<file path="config.mk">
export PLATFORM = sky130hd
export DESIGN_NAME = tdc_ts_fifo_flat
export DESIGN_NICKNAME = d
export VERILOG_FILES = /design/src/rtl/opentdc_pkg.sv /design/src/rtl/tdc_ts_fifo_if.sv /design/src/rtl/tdc_fifo_mem.sv /design/src/rtl/tdc_ts_fifo.sv /design/src/flat_wrapper.sv
export SDC_FILE = /design/constraint.sdc
export NUM_CORES = 1
export LEC_CHECK = 0
export CAP_MARGIN = 15
export CELL_PAD_IN_SITES_DETAIL_PLACEMENT = 1
export CELL_PAD_IN_SITES_GLOBAL_PLACEMENT = 1
export CORE_MARGIN = 1
export CORE_UTILIZATION = 52
export CTS_CLUSTER_DIAMETER = 50
export DETAILED_ROUTE_END_ITERATION = 6
export HOLD_SLACK_MARGIN = 0.12
export PLACE_DENSITY = 0.86
export SYNTH_ARGS = -nofsm -noshare
export SYNTH_HDL_FRONTEND = slang
export SYNTH_SLANG_ARGS = --single-unit
</file>
<file path="constraint.sdc">
create_clock -name wb_clk_i -period 6.2 [get_ports wb_clk_i]
set_input_delay 1.24 -clock wb_clk_i [delete_from_list [all_inputs] [get_ports wb_clk_i]]
set_output_delay 1.24 -clock wb_clk_i [all_outputs]
set_load 0.01 [all_outputs]
</file>
<file path="src/rtl/opentdc_pkg.sv">
`default_nettype none
// ============================================================================
//  Module      : opentdc_pkg
//  Description : Shared constants and types for the opentdc timestamp FIFO:
//                Wishbone register addresses, STATUS bit positions and the
//                packed timestamp entry.
//  Revision    : 1.0  initial release
// ============================================================================
package opentdc_pkg;

    // Word addresses (wbs_adr_i[3:2])
    localparam logic [1:0] REG_STATUS = 2'd0;
    localparam logic [1:0] REG_POP    = 2'd1;
    localparam logic [1:0] REG_PEEK   = 2'd2;
    localparam logic [1:0] REG_THRESH = 2'd3;

    // STATUS register layout
    localparam int STAT_DROP_LSB  = 16;
    localparam int STAT_FULL_BIT  = 15;
    localparam int STAT_EMPTY_BIT = 14;
    localparam int STAT_COUNT_W   = 7;

    // POP/PEEK "no data" flag
    localparam int POP_EMPTY_BIT  = 31;

    // Default field widths of a timestamp entry
    localparam int TS_NCH = 2;
    localparam int TS_FW  = 8;
    localparam int TS_CW  = 20;

    // Entry as stored and as returned in the low bits of POP/PEEK
    typedef struct packed {
        logic [TS_NCH-1:0] chan;
        logic [TS_FW-1:0]  fine;
        logic [TS_CW-1:0]  coarse;
    } ts_entry_t;

endpackage
`default_nettype wire

</file>
<file path="src/rtl/tdc_ts_fifo_if.sv">
`default_nettype none
// ============================================================================
//  Module      : tdc_ts_fifo_if
//  Description : TDC event strobe plus Wishbone slave bus of the timestamp
//                FIFO. master = TDC core / SoC side, slave = FIFO side.
//  Revision    : 1.0  initial release
// ============================================================================
interface tdc_ts_fifo_if #(
    parameter int CW  = 20,
    parameter int FW  = 8,
    parameter int NCH = 2
);
    logic           ts_valid_i;
    logic [NCH-1:0] ts_chan_i;
    logic [CW-1:0]  ts_coarse_i;
    logic [FW-1:0]  ts_fine_i;
    logic           wbs_stb_i;
    logic           wbs_cyc_i;
    logic           wbs_we_i;
    logic [3:0]     wbs_sel_i;
    logic [3:0]     wbs_adr_i;
    logic [31:0]    wbs_dat_i;
    logic           wbs_ack_o;
    logic [31:0]    wbs_dat_o;

    modport master (
        output ts_valid_i, ts_chan_i, ts_coarse_i, ts_fine_i,
        output wbs_stb_i, wbs_cyc_i, wbs_we_i, wbs_sel_i, wbs_adr_i, wbs_dat_i,
        input  wbs_ack_o, wbs_dat_o
    );

    modport slave (
        input  ts_valid_i, ts_chan_i, ts_coarse_i, ts_fine_i,
        input  wbs_stb_i, wbs_cyc_i, wbs_we_i, wbs_sel_i, wbs_adr_i, wbs_dat_i,
        output wbs_ack_o, wbs_dat_o
    );
endinterface
`default_nettype wire

</file>
<file path="src/rtl/tdc_fifo_mem.sv">
`default_nettype none
// ============================================================================
//  Module      : tdc_fifo_mem
//  Description : DEPTH x W register file, one synchronous write port and one
//                asynchronous read port. Contents are not reset; the FIFO
//                never reads a location it has not written.
//  Revision    : 1.0  initial release
// ============================================================================
module tdc_fifo_mem #(
    parameter int DEPTH = 16,
    parameter int W     = 30
) (
    input  wire logic                     clk,
    input  wire logic                     i_we,
    input  wire logic [$clog2(DEPTH)-1:0] i_waddr,
    input  wire logic [W-1:0]             i_wdata,
    input  wire logic [$clog2(DEPTH)-1:0] i_raddr,
    output logic      [W-1:0]             o_rdata
);
    logic [W-1:0] r_mem [DEPTH];

    // Write port
    always_ff @(posedge clk) begin
        if (i_we) r_mem[i_waddr] <= i_wdata;
    end

    assign o_rdata = r_mem[i_raddr];
endmodule
`default_nettype wire

</file>
<file path="src/rtl/tdc_ts_fifo.sv">
`default_nettype none
// ============================================================================
//  Module      : tdc_ts_fifo
//  Description : Timestamp FIFO between the TDC capture core and the Wishbone
//                slave. Stores {chan,fine,coarse} events, counts drops when
//                full, exposes STATUS/POP/PEEK/THRESH registers.
//                Optional feature macro: TDC_FIFO_IRQ_EN (THRESH + irq_o).
//  Revision    : 1.0  initial release
// ============================================================================
module tdc_ts_fifo
    import opentdc_pkg::*;
#(
    parameter int DEPTH = 16,
    parameter int CW    = TS_CW,
    parameter int FW    = TS_FW,
    parameter int NCH   = TS_NCH
) (
    input  wire logic    wb_clk_i,
    input  wire logic    wb_rst_n_i,
    tdc_ts_fifo_if.slave bus
`ifdef TDC_FIFO_IRQ_EN
    ,
    output logic         irq_o
`endif
);
    localparam int              c_aw      = $clog2(DEPTH);
    localparam int              c_ew      = NCH + FW + CW;
    localparam logic [c_aw:0]   c_depth   = (c_aw+1)'(DEPTH);
    localparam logic [c_aw-1:0] c_ptr_one = 1;
    localparam logic [c_aw:0]   c_cnt_one = 1;

    logic [c_aw-1:0] r_wr_ptr, r_rd_ptr;
    logic [c_aw:0]   r_count;
    logic [15:0]     r_drop;
    logic            r_ack;
    logic [31:0]     r_dat;
    logic [c_ew-1:0] w_wr_entry, w_rd_entry;
    logic [31:0]     w_rdata;
    logic [STAT_COUNT_W-1:0] w_count7;
    logic [1:0]      w_addr;
    logic w_req, w_rd, w_wr, w_empty, w_full, w_pop, w_flush, w_clr, w_push, w_drop;

`ifdef TDC_FIFO_IRQ_EN
    logic [6:0] r_thresh;
    logic       r_irq;
    wire w_unused = &{1'b0, bus.wbs_sel_i, bus.wbs_adr_i[1:0], bus.wbs_dat_i[31:7]};
`else
    wire w_unused = &{1'b0, bus.wbs_sel_i, bus.wbs_adr_i[1:0], bus.wbs_dat_i[31:2]};
`endif

    // A new transaction is only accepted while no ack is outstanding
    assign w_req   = bus.wbs_stb_i & bus.wbs_cyc_i & ~r_ack;
    assign w_rd    = w_req & ~bus.wbs_we_i;
    assign w_wr    = w_req &  bus.wbs_we_i;
    assign w_addr  = bus.wbs_adr_i[3:2];
    assign w_empty = (r_count == '0);
    assign w_full  = (r_count == c_depth);
    assign w_count7 = STAT_COUNT_W'(r_count);

    // Flush beats a coincident push; a pop frees the slot a full-FIFO push needs
    assign w_pop   = w_rd & (w_addr == REG_POP) & ~w_empty;
    assign w_flush = w_wr & (w_addr == REG_STATUS) & bus.wbs_dat_i[0];
    assign w_clr   = w_wr & (w_addr == REG_STATUS) & bus.wbs_dat_i[1];
    assign w_push  = bus.ts_valid_i & ~w_flush & (~w_full | w_pop);
    assign w_drop  = bus.ts_valid_i & ~w_flush &  w_full & ~w_pop;

    assign w_wr_entry = {bus.ts_chan_i, bus.ts_fine_i, bus.ts_coarse_i};

    tdc_fifo_mem #(
        .DEPTH (DEPTH),
        .W     (c_ew)
    ) u_mem (
        .clk     (wb_clk_i),
        .i_we    (w_push),
        .i_waddr (r_wr_ptr),
        .i_wdata (w_wr_entry),
        .i_raddr (r_rd_ptr),
        .o_rdata (w_rd_entry)
    );

    // Register read mux, evaluated in the request cycle
    always_comb begin
        w_rdata = 32'h0;
        case (w_addr)
            REG_STATUS: begin
                w_rdata[STAT_DROP_LSB +: 16]    = r_drop;
                w_rdata[STAT_FULL_BIT]          = w_full;
                w_rdata[STAT_EMPTY_BIT]         = w_empty;
                w_rdata[STAT_COUNT_W-1:0]       = w_count7;
            end
            REG_POP, REG_PEEK: begin
                if (w_empty) w_rdata[POP_EMPTY_BIT] = 1'b1;
                else         w_rdata[c_ew-1:0]      = w_rd_entry;
            end
            default: begin
`ifdef TDC_FIFO_IRQ_EN
                w_rdata[6:0] = r_thresh;
`endif
            end
        endcase
    end

    // Pointers and occupancy
    always_ff @(posedge wb_clk_i) begin
        if (!wb_rst_n_i || w_flush) begin
            r_wr_ptr <= '0;
            r_rd_ptr <= '0;
            r_count  <= '0;
        end else begin
            if (w_push) r_wr_ptr <= r_wr_ptr + c_ptr_one;
            if (w_pop)  r_rd_ptr <= r_rd_ptr + c_ptr_one;
            case ({w_push, w_pop})
                2'b10:   r_count <= r_count + c_cnt_one;
                2'b01:   r_count <= r_count - c_cnt_one;
                default: r_count <= r_count;
            endcase
        end
    end

    // Saturating drop counter; a clear wins over a coincident drop
    always_ff @(posedge wb_clk_i) begin
        if (!wb_rst_n_i || w_clr)                  r_drop <= 16'h0;
        else if (w_drop && (r_drop != 16'hFFFF))   r_drop <= r_drop + 16'd1;
    end

    // Single-cycle ack with read data; data bus is zero outside read acks
    always_ff @(posedge wb_clk_i) begin
        if (!wb_rst_n_i) begin
            r_ack <= 1'b0;
            r_dat <= 32'h0;
        end else begin
            r_ack <= w_req;
            r_dat <= w_rd ? w_rdata : 32'h0;
        end
    end

    assign bus.wbs_ack_o = r_ack;
    assign bus.wbs_dat_o = r_dat;

`ifdef TDC_FIFO_IRQ_EN
    // Threshold register and level interrupt, lagging the count by one cycle
    always_ff @(posedge wb_clk_i) begin
        if (!wb_rst_n_i) begin
            r_thresh <= 7'd1;
            r_irq    <= 1'b0;
        end else begin
            if (w_wr && (w_addr == REG_THRESH)) r_thresh <= bus.wbs_dat_i[6:0];
            r_irq <= (w_count7 >= r_thresh) && (r_thresh != 7'd0);
        end
    end

    assign irq_o = r_irq;
`endif
endmodule
`default_nettype wire
</file>
<file path="src/flat_wrapper.sv">
// flat-port wrapper written by rule: the top's interface ports become plain ports
module tdc_ts_fifo_flat import opentdc_pkg::*;
#(
    parameter int DEPTH = 16,
    parameter int CW    = TS_CW,
    parameter int FW    = TS_FW,
    parameter int NCH   = TS_NCH
)
  (wb_clk_i, wb_rst_n_i, bus_ts_valid_i, bus_ts_chan_i, bus_ts_coarse_i, bus_ts_fine_i, bus_wbs_stb_i, bus_wbs_cyc_i, bus_wbs_we_i, bus_wbs_sel_i, bus_wbs_adr_i, bus_wbs_dat_i, bus_wbs_ack_o, bus_wbs_dat_o);
  tdc_ts_fifo_if #(.CW(CW), .FW(FW), .NCH(NCH)) bus_i ();
  input  wire logic wb_clk_i;
  input  wire logic wb_rst_n_i;
  input wire logic [$bits(bus_i.ts_valid_i)-1:0] bus_ts_valid_i;
  input wire logic [$bits(bus_i.ts_chan_i)-1:0] bus_ts_chan_i;
  input wire logic [$bits(bus_i.ts_coarse_i)-1:0] bus_ts_coarse_i;
  input wire logic [$bits(bus_i.ts_fine_i)-1:0] bus_ts_fine_i;
  input wire logic [$bits(bus_i.wbs_stb_i)-1:0] bus_wbs_stb_i;
  input wire logic [$bits(bus_i.wbs_cyc_i)-1:0] bus_wbs_cyc_i;
  input wire logic [$bits(bus_i.wbs_we_i)-1:0] bus_wbs_we_i;
  input wire logic [$bits(bus_i.wbs_sel_i)-1:0] bus_wbs_sel_i;
  input wire logic [$bits(bus_i.wbs_adr_i)-1:0] bus_wbs_adr_i;
  input wire logic [$bits(bus_i.wbs_dat_i)-1:0] bus_wbs_dat_i;
  output wire logic [$bits(bus_i.wbs_ack_o)-1:0] bus_wbs_ack_o;
  output wire logic [$bits(bus_i.wbs_dat_o)-1:0] bus_wbs_dat_o;
  assign bus_i.ts_valid_i = bus_ts_valid_i;
  assign bus_i.ts_chan_i = bus_ts_chan_i;
  assign bus_i.ts_coarse_i = bus_ts_coarse_i;
  assign bus_i.ts_fine_i = bus_ts_fine_i;
  assign bus_i.wbs_stb_i = bus_wbs_stb_i;
  assign bus_i.wbs_cyc_i = bus_wbs_cyc_i;
  assign bus_i.wbs_we_i = bus_wbs_we_i;
  assign bus_i.wbs_sel_i = bus_wbs_sel_i;
  assign bus_i.wbs_adr_i = bus_wbs_adr_i;
  assign bus_i.wbs_dat_i = bus_wbs_dat_i;
  assign bus_wbs_ack_o = bus_i.wbs_ack_o;
  assign bus_wbs_dat_o = bus_i.wbs_dat_o;
  tdc_ts_fifo #(.DEPTH(DEPTH), .CW(CW), .FW(FW), .NCH(NCH)) u_core (.wb_clk_i(wb_clk_i), .wb_rst_n_i(wb_rst_n_i), .bus(bus_i));
endmodule
</file>
# Word level (Yosys, flattened, before mapping)
# Memory sizes are Yosys's and may differ from the RTL's. A register that Yosys moved wholly into a read port is not among the register bits.
# Cells that the tools add are included.
[totals]
mem_count = 1
output_inout_bits = 33
ramBits = 480
register_bits = 62
[op_classes]
addsub = 5
n_reduce_logical = 11
bitwise_logic = 23
n_mux = 10
n_eq_ne = 6
[mem_list]
columns = ["memory", "words", "width", "read_ports", "rd_clocked_by_memory_dff", "write_ports", "line", "source"]
rows = [
  ["u_core.u_mem.r_mem", 16, 30, 1, 1, 1, "tdc_fifo_mem.sv:20", "logic [W-1:0] r_mem [DEPTH];"],
]
[op_table]
columns = ["operator", "count"]
rows = [
  ["$pmux 16 s2", 1],
  ["$mux 30", 1],
  ["$add 16x1->16 const B", 1],
  ["$ne 16x16->1 const B", 1],
  ["$pmux 7 s2", 1],
  ["$and 1x1->1", 13],
  ["$pmux 5 s2", 1],
  ["$not 1->1", 9],
  ["$add 4x1->4 const B", 2],
  ["$mux 4", 2],
  ["$add 5x1->5 const B", 1],
  ["$eq 5x5->1 const B", 1],
  ["$logic_not 5->1", 1],
  ["$sub 5x1->5 const B", 1],
  ["$eq 2x1->1 const B", 2],
  ["$eq 2x2->1 const B", 2],
  ["$reduce_or 4->1", 1],
  ["$mux 1", 3],
  ["$reduce_and 3->1", 1],
  ["$logic_not 2->1", 1],
  ["$logic_or 1x1->1", 2],
  ["$pmux 1 s2", 1],
  ["$reduce_and 2->1", 1],
  ["$reduce_bool 2->1", 1],
  ["4 further kinds", 4],
]

# Logic depth before layout (Yosys ltp)
# Gate-level depths: netlist of the first run.
[logic_depth]
ltp_word = 10
ltp_mapped = 13
ltp_nobuf = 12

# Cells and area by module
# A second synthesis of the first run with hierarchy kept.
[hier_totals]
cells_unflattened = 1051
area_unflattened_um2 = 21020.2
[modules_own_cells]
columns = ["module", "area_each_um2", "cells_per_inst", "seq_area_each_um2", "n_inst"]
rows = [
  ["tdc_fifo_mem", 18338.8, 755, 14413.8, 1],
  ["tdc_ts_fifo", 2681.3, 296, 1241.2, 1],
]

# Least setup slack after synthesis of the first run
# OpenSTA, ideal clock, no wires.
[synth_timing]
path_kind = "input port to flip-flop"
from = "in bus_wbs_adr_i[3]"
to = "mem u_core.u_mem.r_mem[3][0], enable pin"
path_slack_ns = 1.141
path_buffers = 1
arrival_ns = 4.604
path_stages = 8
path_cell_list = "inv_1 ha_1 or3b_4 o211ai_4 and2b_1 buf_4 nand2_1 nor3_1"
[synth_via]
elab_chain_len = 8
word_cells_on_any_way = 12
cone_classes = "eq/ne (1); mux (2); bitwise (8); reduce/logical (1)"
[synth_lines]
columns = ["element", "line", "source"]
rows = [
  ["start, declared", "flat_wrapper.sv:21", "input wire logic [$bits(bus_i.wbs_adr_i)-1:0] bus_wbs_adr_i;"],
  ["$logic_not 2->1", "tdc_ts_fifo.sv:62", "assign w_flush = w_wr & (w_addr == REG_STATUS) & bus.wbs_dat_i[0];"],
  ["$and 1x1->1 (2 in a row)", "tdc_ts_fifo.sv:62", ""],
  ["$not 1->1", "tdc_ts_fifo.sv:64", "assign w_push = bus.ts_valid_i & ~w_flush & (~w_full | w_pop);"],
  ["$and 1x1->1", "tdc_ts_fifo.sv:64", ""],
  ["$and 1x1->1 (*)", "tdc_ts_fifo.sv:64", ""],
  ["$mux 1 (*)", "tdc_fifo_mem.sv:24", "if (i_we) r_mem[i_waddr] <= i_wdata;"],
  ["$mux 1 (not written as such) (*)", "tdc_fifo_mem.sv:24", ""],
  ["end, declared", "tdc_fifo_mem.sv:20", ""],
]
# Mark *: on every way between the ends. The rest lies on a longest branch, timed or not.

# Worst setup path in the final report of the first run
[layout_timing]
from = "in bus_wbs_adr_i[2]"
to = "mem u_core.u_mem.r_mem[11][13], enable pin"
# Same word-level chain as after synthesis.

==> flow_metrics.tcl, run 1 <==
set metrics [dict create \
    slowest_delay_ns 0.73 \
    holdCritPathClass "reg2reg" \
    drtPass1Iterations 5 \
    htree_levels 2 \
    clk_pin_slew_ns 0.06 \
    fin_crit_ns 4.38 \
    grt_use_total_pct 24.9 \
    finalCritPeriodShare_pct 70.7 \
    grt_pass1_vias 11100 \
    port_buffers 72 \
    reg2reg_depth 6 \
    fmax_mhz 228 \
    syn_inst 991 \
    hold_start "u_core.r_drop[12]" \
    cts_tree "yes" \
    die_w_um 202 \
    detail-route-antenna-nets 0 \
    criticalPathCategory "in2reg" \
    antenna_found_initial 2 \
    relSlewSlack_pct 30.4 \
    crit_slowest_cell "nor2_4" \
    rsz0062_at_grt "false" \
    syn-num-nets 1078 \
    ys.flop_type "edfxtp_1" \
    clock_skew_ns 0.0181 \
    cts_sinks 546 \
    die_h_um 202 \
    peakVddDrop_mv 0.219 \
    cp-end-kind "register" \
    post_cts_buffers 0 \
    first_iter_violations 1136 \
    layout_common_cells "480 x edfxtp_1, 148 x mux4_2, 72 x clkdlybuf4s50_1" \
    grt_start_max_net_pins 59 \
    p_per_area_mw_per_mm2 314 \
    cp_cell_sequence "clkdlybuf4s50_1 -> ha_1 -> or3b_4 -> o211ai_4 -> and2b_1 -> nand2_1 -> nor2_4 -> buf_4" \
    worstPathRequired_ns 6.44 \
    synth_seq_area_share_pct 75.4 \
    drive_above_1_share_pct 26.0 \
    synth.cell_area_mm2 0.0209 \
    max_slew.worst_pin.slew_ns 1.04 \
    slew_violations 0 \
    cts_buffer_depth 3 \
    avgViaCountPerCell 6.13 \
    clock_latency_ns 0.58 \
    core_mm2 0.0396 \
    die_area_mm2 0.0410 \
    hold_depth 2 \
    crit_arrival_ns 4.63 \
    ys_ff_latch 546 \
    setup_tns_ns 0 \
    synth-edff-count 480 \
    yosysUniqueCellTypes 55 \
    leakage_nw 7.58 \
    cts.repair.resized 0 \
    overflow 0 \
    rr_startpoint "u_core.bus.wbs_ack_o" \
    hold_viol 0 \
    wl_per_cell_um 29.7 \
    yosys_warnings 0 \
    via_count 10300 \
    min_to "u_core.bus.wbs_dat_o[28]" \
    reg2reg_to "u_core.u_mem.r_mem[11][13]" \
    crit_path_max_fanout 16 \
    status "finished clean" \
    cts_hold_buf 0 \
    cts_buffers 54 \
    finalWirelength_um 49700 \
    synth_area_leaders "edfxtp_1 69%, mux4_2 16%, dfxtp_1 6.3%" \
    synth_top_area_share_pct 69.0 \
    root_buffer "clkbuf_16" \
    setup_viol 0 \
    power.total_mw 7.60 \
    num_rows 73 \
    final_net_count 1191 \
    drc 0 \
    drv_cap 0 \
    grt_pass1_wl_um 72600 \
    gp_congestion 0.817 \
    synth_area_leader_cell "edfxtp_1" \
    initial_core_util_pct 52.7 \
    syn_avg_cell_area_um2 21.1 \
    postSynth.asyncResetShare_pct 0 \
    start_kind "input pin" \
    layout_commonest_cell "edfxtp_1" \
    area_delta_synth_final_pct 16.0 \
    dpl.hpwl_um 27700 \
    reg2reg_setup_slack_ns 2.77 \
    pin_count 109 \
]
-- cell usage after synthesis (3+ instances only) --
master and n:
a211oi_1 4, inv_1 26, o22ai_1 3, mux4_2 148
edfxtp_1 480, dfxtp_1 66, nor2_1 43, a21oi_1 4
nor3_1 7, nor2b_1 11, ha_1 11, xor2_1 20
buf_2 18, nand4_1 9, buf_4 3, o21ai_1 19
and3_1 3, xnor2_1 4, buf_1 5, mux2i_1 6
nand3_1 10, clkbuf_1 18, nand2_1 34
-- metal layers --
metal	vias to the layer above	GRT usage, %	part of all wire [%]
li1	4275	-	-
met1	5387	32.1	38
met2	487	42.5	52
met3	106	4.68	7.4
met4	2	8.51	2.9
met5	-	0	0.034
-- cell type report --
cell class | instances | area, um2
fill | 3322 | 15400
clock buffer | 69 | 1490
multi-input combinational | 374 | 4940
antenna | 1 | 2.50
tap | 525 | 657
inverter | 26 | 97.6
sequential | 546 | 15700
timing repair buffer | 102 | 978
clock inverter | 31 | 297
-- how the worst max path moves through the flow --
| stage | start | to | slack, ns | cells past startpoint |
|---|---|---|---|---|
| 2_1_floorplan | bus_wbs_adr_i[3] | u_core.u_mem.r_mem[3][0] | 1.14 | 8 |
| 3_3_place_gp | bus_wbs_adr_i[2] | u_core.u_mem.r_mem[15][16] | 1.49 | 8 |
| 3_5_place_dp | bus_wbs_adr_i[2] | u_core.u_mem.r_mem[11][18] | 1.31 | 8 |
| 4_1_cts | bus_wbs_adr_i[2] | u_core.u_mem.r_mem[15][29] | 1.85 | 8 |
| 5_1_grt | bus_wbs_adr_i[2] | u_core.u_mem.r_mem[11][13] | 1.76 | 8 |
| 6_report | bus_wbs_adr_i[2] | u_core.u_mem.r_mem[11][13] | 1.82 | 8 |
-- flip-flops by register name, indices dropped and copies added (netlist names), named ones only --
register / count
u_core.r_wr_ptr: 4
u_core.bus.wbs_dat_o: 32
u_core.r_rd_ptr: 4
u_core.r_count: 5
u_core.u_mem.r_mem: 480
u_core.bus.wbs_ack_o: 1
u_core.r_drop: 16
-- cell families after synthesis --
group / synth area share (%)
AO/OA/AOI/OAI: 1.70
XOR/XNOR: 1.01
adder cells (fa/ha/maj): 0.659
buffers and inverters: 1.47
flip-flops: 75.4
multiplexers: 16.3
AND/OR/NAND/NOR: 3.54
-- critical path, delay by kind of cell --
family          cells  cell delay, ns
buf+inv             2            0.96
simple gates        4            1.94
compound gates      1            0.31
fa+ha+maj           1            0.17
-- through the flow --
stage / cells / worst slack [ns] / hold slack [ns] / area, um2 / utilization [%]
detailed placement: 1571 / 1.31 / 0.491 / 22400 / 56.4
CTS: 1671 / 1.85 / 0.503 / 24200 / 61.0
global route: 1673 / 1.76 / 0.536 / 24200 / 61.1
floorplan: 991 / 1.14 / 0.438 / 20900 / -
global placement: 1571 / 1.49 / 0.474 / 22400 / 56.4
finish: 1674 / 1.82 / 0.495 / 24200 / 61.1
-- report_power, final --
| group | internal [mW] | switching [mW] |
|---|---|---|
| Sequential | 4.04 | 0.0236 |
| Clock | 1.91 | 1.38 |
| Combinational | 0.0963 | 0.148 |
| Total | 6.05 | 1.55 |
(Power assumes the default switching activity.)
==> run 2, diff against run 1 <==
- CORE_UTILIZATION: 52 -> 47
- PLACE_DENSITY: 0.86 -> 0.83
- clock period: 6.2 -> 3.95 ns (I/O delays scaled with it)
==> run 2 against run 1 <==
Compared with the run above:
- critical path depth unchanged
- cell count up 3.6%
- hold slack worse by 0.0030 ns
- final area up 1.1%
- flip-flop and latch count unchanged
- sequential power up 57%
- largest power group unchanged
- highest routed layer unchanged
==> flow_metrics.tcl, run 2 (synthesis gave the netlist of run 1 again) <==
set metrics [dict create \
    drtPass1Iterations 5 \
    final_net_count 1196 \
    clock_skew_ns 0.0238 \
    drv_cap 0 \
    cts_buffer_depth 3 \
    slew_violations 0 \
    status "finished clean" \
    place_ws_ns 0.0308 \
    hold_depth 2 \
    pin_count 109 \
    power.total_mw 11.8 \
    crit_path_max_fanout 12 \
    grt_use_total_pct 23.0 \
    cts_tree "yes" \
    via_count 10400 \
    holdCritPathClass "reg2reg" \
    placed_cell_area_mm2 0.0228 \
    grt_pass1_vias 11100 \
    seqPwrFrac_pct 54.2 \
    grt_start_max_net_pins 47 \
    hold_ws_ns 0.492 \
    finalWirelength_um 50300 \
    criticalPathCategory "in2reg" \
    gp_congestion 0.772 \
    overflow 0 \
    post_cts_buffers 0 \
    setup_viol 0 \
    max_slew.worst_pin.slew_ns 1.17 \
    seqCellArea_mm2 0.0157 \
    crit_arrival_ns 3.64 \
    avgViaCountPerCell 5.99 \
    fin_area_mm2 0.0245 \
    antenna_cells 0 \
    first_iter_violations 977 \
    layout_commonest_cell "edfxtp_1" \
    power_frac_comb_pct 3.4 \
    hold_viol 0 \
    relSlewSlack_pct 21.8 \
    stdcell_count 1735 \
    area_delta_synth_final_pct 17.2 \
    largest_reg_flops 480 \
    worstPathRequired_ns 4.21 \
    cts_sinks 546 \
    leakage_nw 7.60 \
    p_clk_share_pct 42.4 \
    finalCritPeriodShare_pct 85.6 \
    antenna_found_initial 1 \
    fmax_mhz 296 \
    peakVddDrop_mv 0.352 \
    p_per_area_mw_per_mm2 481 \
    dpl.hpwl_um 27500 \
    nFillCells 3744 \
    reg2reg_depth 6 \
    die_area_mm2 0.0453 \
    power.switching_mw 2.40 \
    grt_pass1_wl_um 73600 \
    intPower_mw 9.36 \
    initial_core_util_pct 48.0 \
    swShare_pct 20.4 \
    cts.repair.resized 0 \
    fin_crit_ns 3.38 \
    core_mm2 0.0435 \
    num_rows 76 \
    drive_above_1_share_pct 26.3 \
    dp_cells 1640 \
    clock_latency_ns 0.59 \
    detail-route-antenna-nets 0 \
    regMostFlops "u_core.u_mem.r_mem" \
    fin_ws_ns 0.567 \
    layout_common_cells "480 x edfxtp_1, 148 x mux4_2, 72 x clkdlybuf4s50_1" \
    start_kind "input pin" \
    rsz0062_at_grt "false" \
    die_w_um 213 \
    clk_pin_slew_ns 0.06 \
    cp-end-kind "register" \
    htree_levels 2 \
    final_core_util_pct 56.3 \
    drc 0 \
    multi_input_area_mm2 0.00496 \
    die_h_um 213 \
    root_buffer "clkbuf_16" \
    cts_buffers 52 \
    setup_tns_ns 0 \
    cts_hold_buf 0 \
    wl_per_cell_um 29.0 \
    port_buffers 72 \
]
[run 2: cell count changes in the layout (fill, tap and decap cells not counted), sizes merged]
cell / change
clkinvlp: +3
clkbuf: -2
bufinv: -1
diode: -1
inv: +1
clkinv: -6
buf: +7
[run 2: area by class of cell]
type / instances / area share [%]
Clock inverter: 28 / 1.05
Sequential cell: 546 / 64.3
Timing Repair Buffer: 109 / 5.05
Multi-Input combinational cell: 374 / 20.3
Clock buffer: 67 / 5.92
Tap cell: 585 / 2.99
Inverter: 26 / 0.399
[run 2: worst paths after layout]
path                        startpoint                         to  slack [ns]
setup / recovery      bus_wbs_adr_i[2]  u_core.u_mem.r_mem[1][23]        0.57
hold / removal       u_core.r_drop[12]   u_core.bus.wbs_dat_o[28]        0.49
setup reg to reg  u_core.bus.wbs_ack_o  u_core.u_mem.r_mem[1][23]        1.03
hold reg to reg      u_core.r_drop[12]   u_core.bus.wbs_dat_o[28]        0.49
[run 2: power groups by stage]
stage                     Clock [mW]  Sequential [mW]  Combinational (mW)
final                           4.98             6.38               0.401
after CTS                       5.05             6.38               0.403
after floorplan                    0             6.49               0.184
after global routing            5.21             6.38               0.425
after detailed placement           0             6.50               0.394
after global placement             0             6.49               0.367
[run 2: metal layers]
layer  vias to the layer above  global-route usage [%]  wire [um]
li1                       4279                       -          -
met1                      5491                    30.0      19500
met2                       515                    38.4      25400
met3                       106                    4.82       3950
met4                         2                    7.99       1490
met5                         -                       0         14
[run 2: worst max-delay path, stage by stage]
cell and delay, ns:
clkdlybuf4s50_1 0.51, ha_1 0.17, or3b_4 0.43, o211ai_4 0.32, and2b_1 0.38, nand2_1 0.33
nor3_2 0.32, buf_4 0.36
==> run 3, diff against run 2 <==
- PLACE_DENSITY: 0.83 -> default
- PLACE_DENSITY_LB_ADDON: default -> 0.15
==> run 3 against run 2 <==
Compared with the run above:
- wire length down 9.1%
- hold slack better by 0.011 ns
- total power grew 0.91%
- via count fell by 4.3%
- highest routed layer unchanged
- clock skew decreased by 0.0099 ns
- critical path depth stayed put
- die area unchanged
- critical path type unchanged
- flip-flop and latch count is the same
==> flow_metrics.tcl, run 3 (synthesis gave the netlist of run 1 again) <==
set metrics [dict create \
    fmax_mhz 323 \
    cts_sinks 546 \
    cts_buffer_depth 3 \
    detail-route-antenna-nets 0 \
    finalCritPeriodShare_pct 78.5 \
    reg2reg_setup_slack_ns 1.21 \
    layout_common_cells "480 x edfxtp_1, 148 x mux4_2, 72 x clkdlybuf4s50_1" \
    area_delta_synth_final_pct 18.2 \
    reg2reg_depth 11 \
    cts_buffers 58 \
    setup_viol 0 \
    cts_hold_buf 0 \
    finalWirelength_um 45700 \
    cts.repair.resized 0 \
    port_buffers 72 \
    antenna_cells 0 \
    root_buffer "clkbuf_16" \
    cp-end-kind "register" \
    initial_core_util_pct 48.0 \
    grt_use_total_pct 21.1 \
    wl_per_cell_um 26.1 \
    layout_commonest_cell "edfxtp_1" \
    seqCellArea_mm2 0.0157 \
    fin_crit_ns 3.10 \
    worstPathRequired_ns 4.25 \
    max_slew.worst_pin.slew_ns 0.861 \
    reg2reg_to "u_core.r_count[4]" \
    largest_reg_flops 480 \
    first_iter_violations 852 \
    avgViaCountPerCell 5.68 \
    grt_pass1_vias 10600 \
    peakVddDrop_mv 0.310 \
    p_per_area_mw_per_mm2 481 \
    die_h_um 213 \
    nFillCells 3747 \
    final_net_count 1208 \
    hold_depth 2 \
    min_to "u_core.bus.wbs_dat_o[28]" \
    drv_cap 0 \
    drc 0 \
    hold_viol 0 \
    drtPass1Iterations 5 \
    stdcell_count 1749 \
    num_rows 76 \
    antenna_found_initial 2 \
    pin_count 109 \
    die_area_mm2 0.0453 \
    die_w_um 213 \
    grt_start_max_net_pins 37 \
    relSlewSlack_pct 42.6 \
    holdCritPathClass "reg2reg" \
    rr_startpoint "u_core.r_count[1]" \
    criticalPathCategory "in2reg" \
    grt_pass1_wl_um 68300 \
    status "finished clean" \
    crit_path_max_fanout 15 \
    htree_levels 2 \
    via_count 9942 \
    leakage_nw 7.68 \
    core_mm2 0.0435 \
    overflow 0 \
    slew_violations 0 \
    cts_tree "yes" \
    post_cts_buffers 0 \
    regMostFlops "u_core.u_mem.r_mem" \
    clock_skew_ns 0.0138 \
    dp_cells 1646 \
    multi_input_area_mm2 0.00496 \
    hold_start "u_core.r_drop[12]" \
    clk_pin_slew_ns 0.06 \
    start_kind "input pin" \
    rsz0062_at_grt "false" \
    clock_latency_ns 0.60 \
    dpl.hpwl_um 26600 \
    gp_congestion 0.767 \
    drive_above_1_share_pct 26.7 \
    setup_tns_ns 0 \
    crit_arrival_ns 3.40 \
]
==> run 3: through the flow <==
step / instance area, um2 / utilization [%] / total power [mW] / hold WS (ns) / setup WS, ns
global route: 24700 / 56.8 / 12.2 / 0.540 / 0.680
CTS: 24700 / 56.8 / 12.0 / 0.497 / 0.851
floorplan: 20900 / - / 6.67 / 0.438 / -0.628
detailed placement: 22900 / 52.7 / 6.89 / 0.483 / 0.244
global placement: 22900 / 52.7 / 6.88 / 0.473 / 0.251
finish: 24700 / 56.8 / 11.9 / 0.502 / 0.851
==> run 3: layout make-up <==
| class | count | area share, % |
|---|---|---|
| sequential | 546 | 63.8 |
| timing repair buffer | 115 | 5.50 |
| multi-input combinational | 374 | 20.1 |
| clock inverter | 33 | 1.08 |
| inverter | 26 | 0.396 |
| tap | 585 | 2.97 |
| clock buffer | 70 | 6.15 |
==> run 3: worst max path at each step <==
stage | to | slack, ns | startpoint
after floorplan | u_core.u_mem.r_mem[1][0] | -0.63 | bus_wbs_adr_i[3]
after global placement | u_core.u_mem.r_mem[3][18] | 0.25 | bus_wbs_adr_i[2]
after detailed placement | u_core.u_mem.r_mem[3][4] | 0.24 | bus_wbs_adr_i[2]
after CTS | u_core.u_mem.r_mem[3][17] | 0.85 | bus_wbs_adr_i[2]
after global routing | u_core.r_count[4] | 0.68 | bus_wbs_adr_i[2]
final | u_core.u_mem.r_mem[3][27] | 0.85 | bus_wbs_adr_i[2]
==> run 3: critical path, stage by stage <==
cell	delay (ns)
clkdlybuf4s50_1	0.51
ha_1	0.17
or3b_4	0.42
o211ai_4	0.32
and2b_1	0.30
nand2_1	0.32
nor3_4	0.32
buf_12	0.22
==> run 3: per-layer routing <==
layer | track usage, % | wire length, um | vias up
met3 | 4.10 | 2160 | 67
met4 | 4.96 | 736 | 4
li1 | - | - | 4305
met2 | 34.0 | 22400 | 217
met5 | 0 | 25 | -
met1 | 29.9 | 20400 | 5349
==> run 3: power breakdown <==
part           switching (mW)  internal, mW
Combinational           0.225         0.165
Clock                    2.18          2.93
Sequential             0.0281          6.35
Total                    2.43          9.44
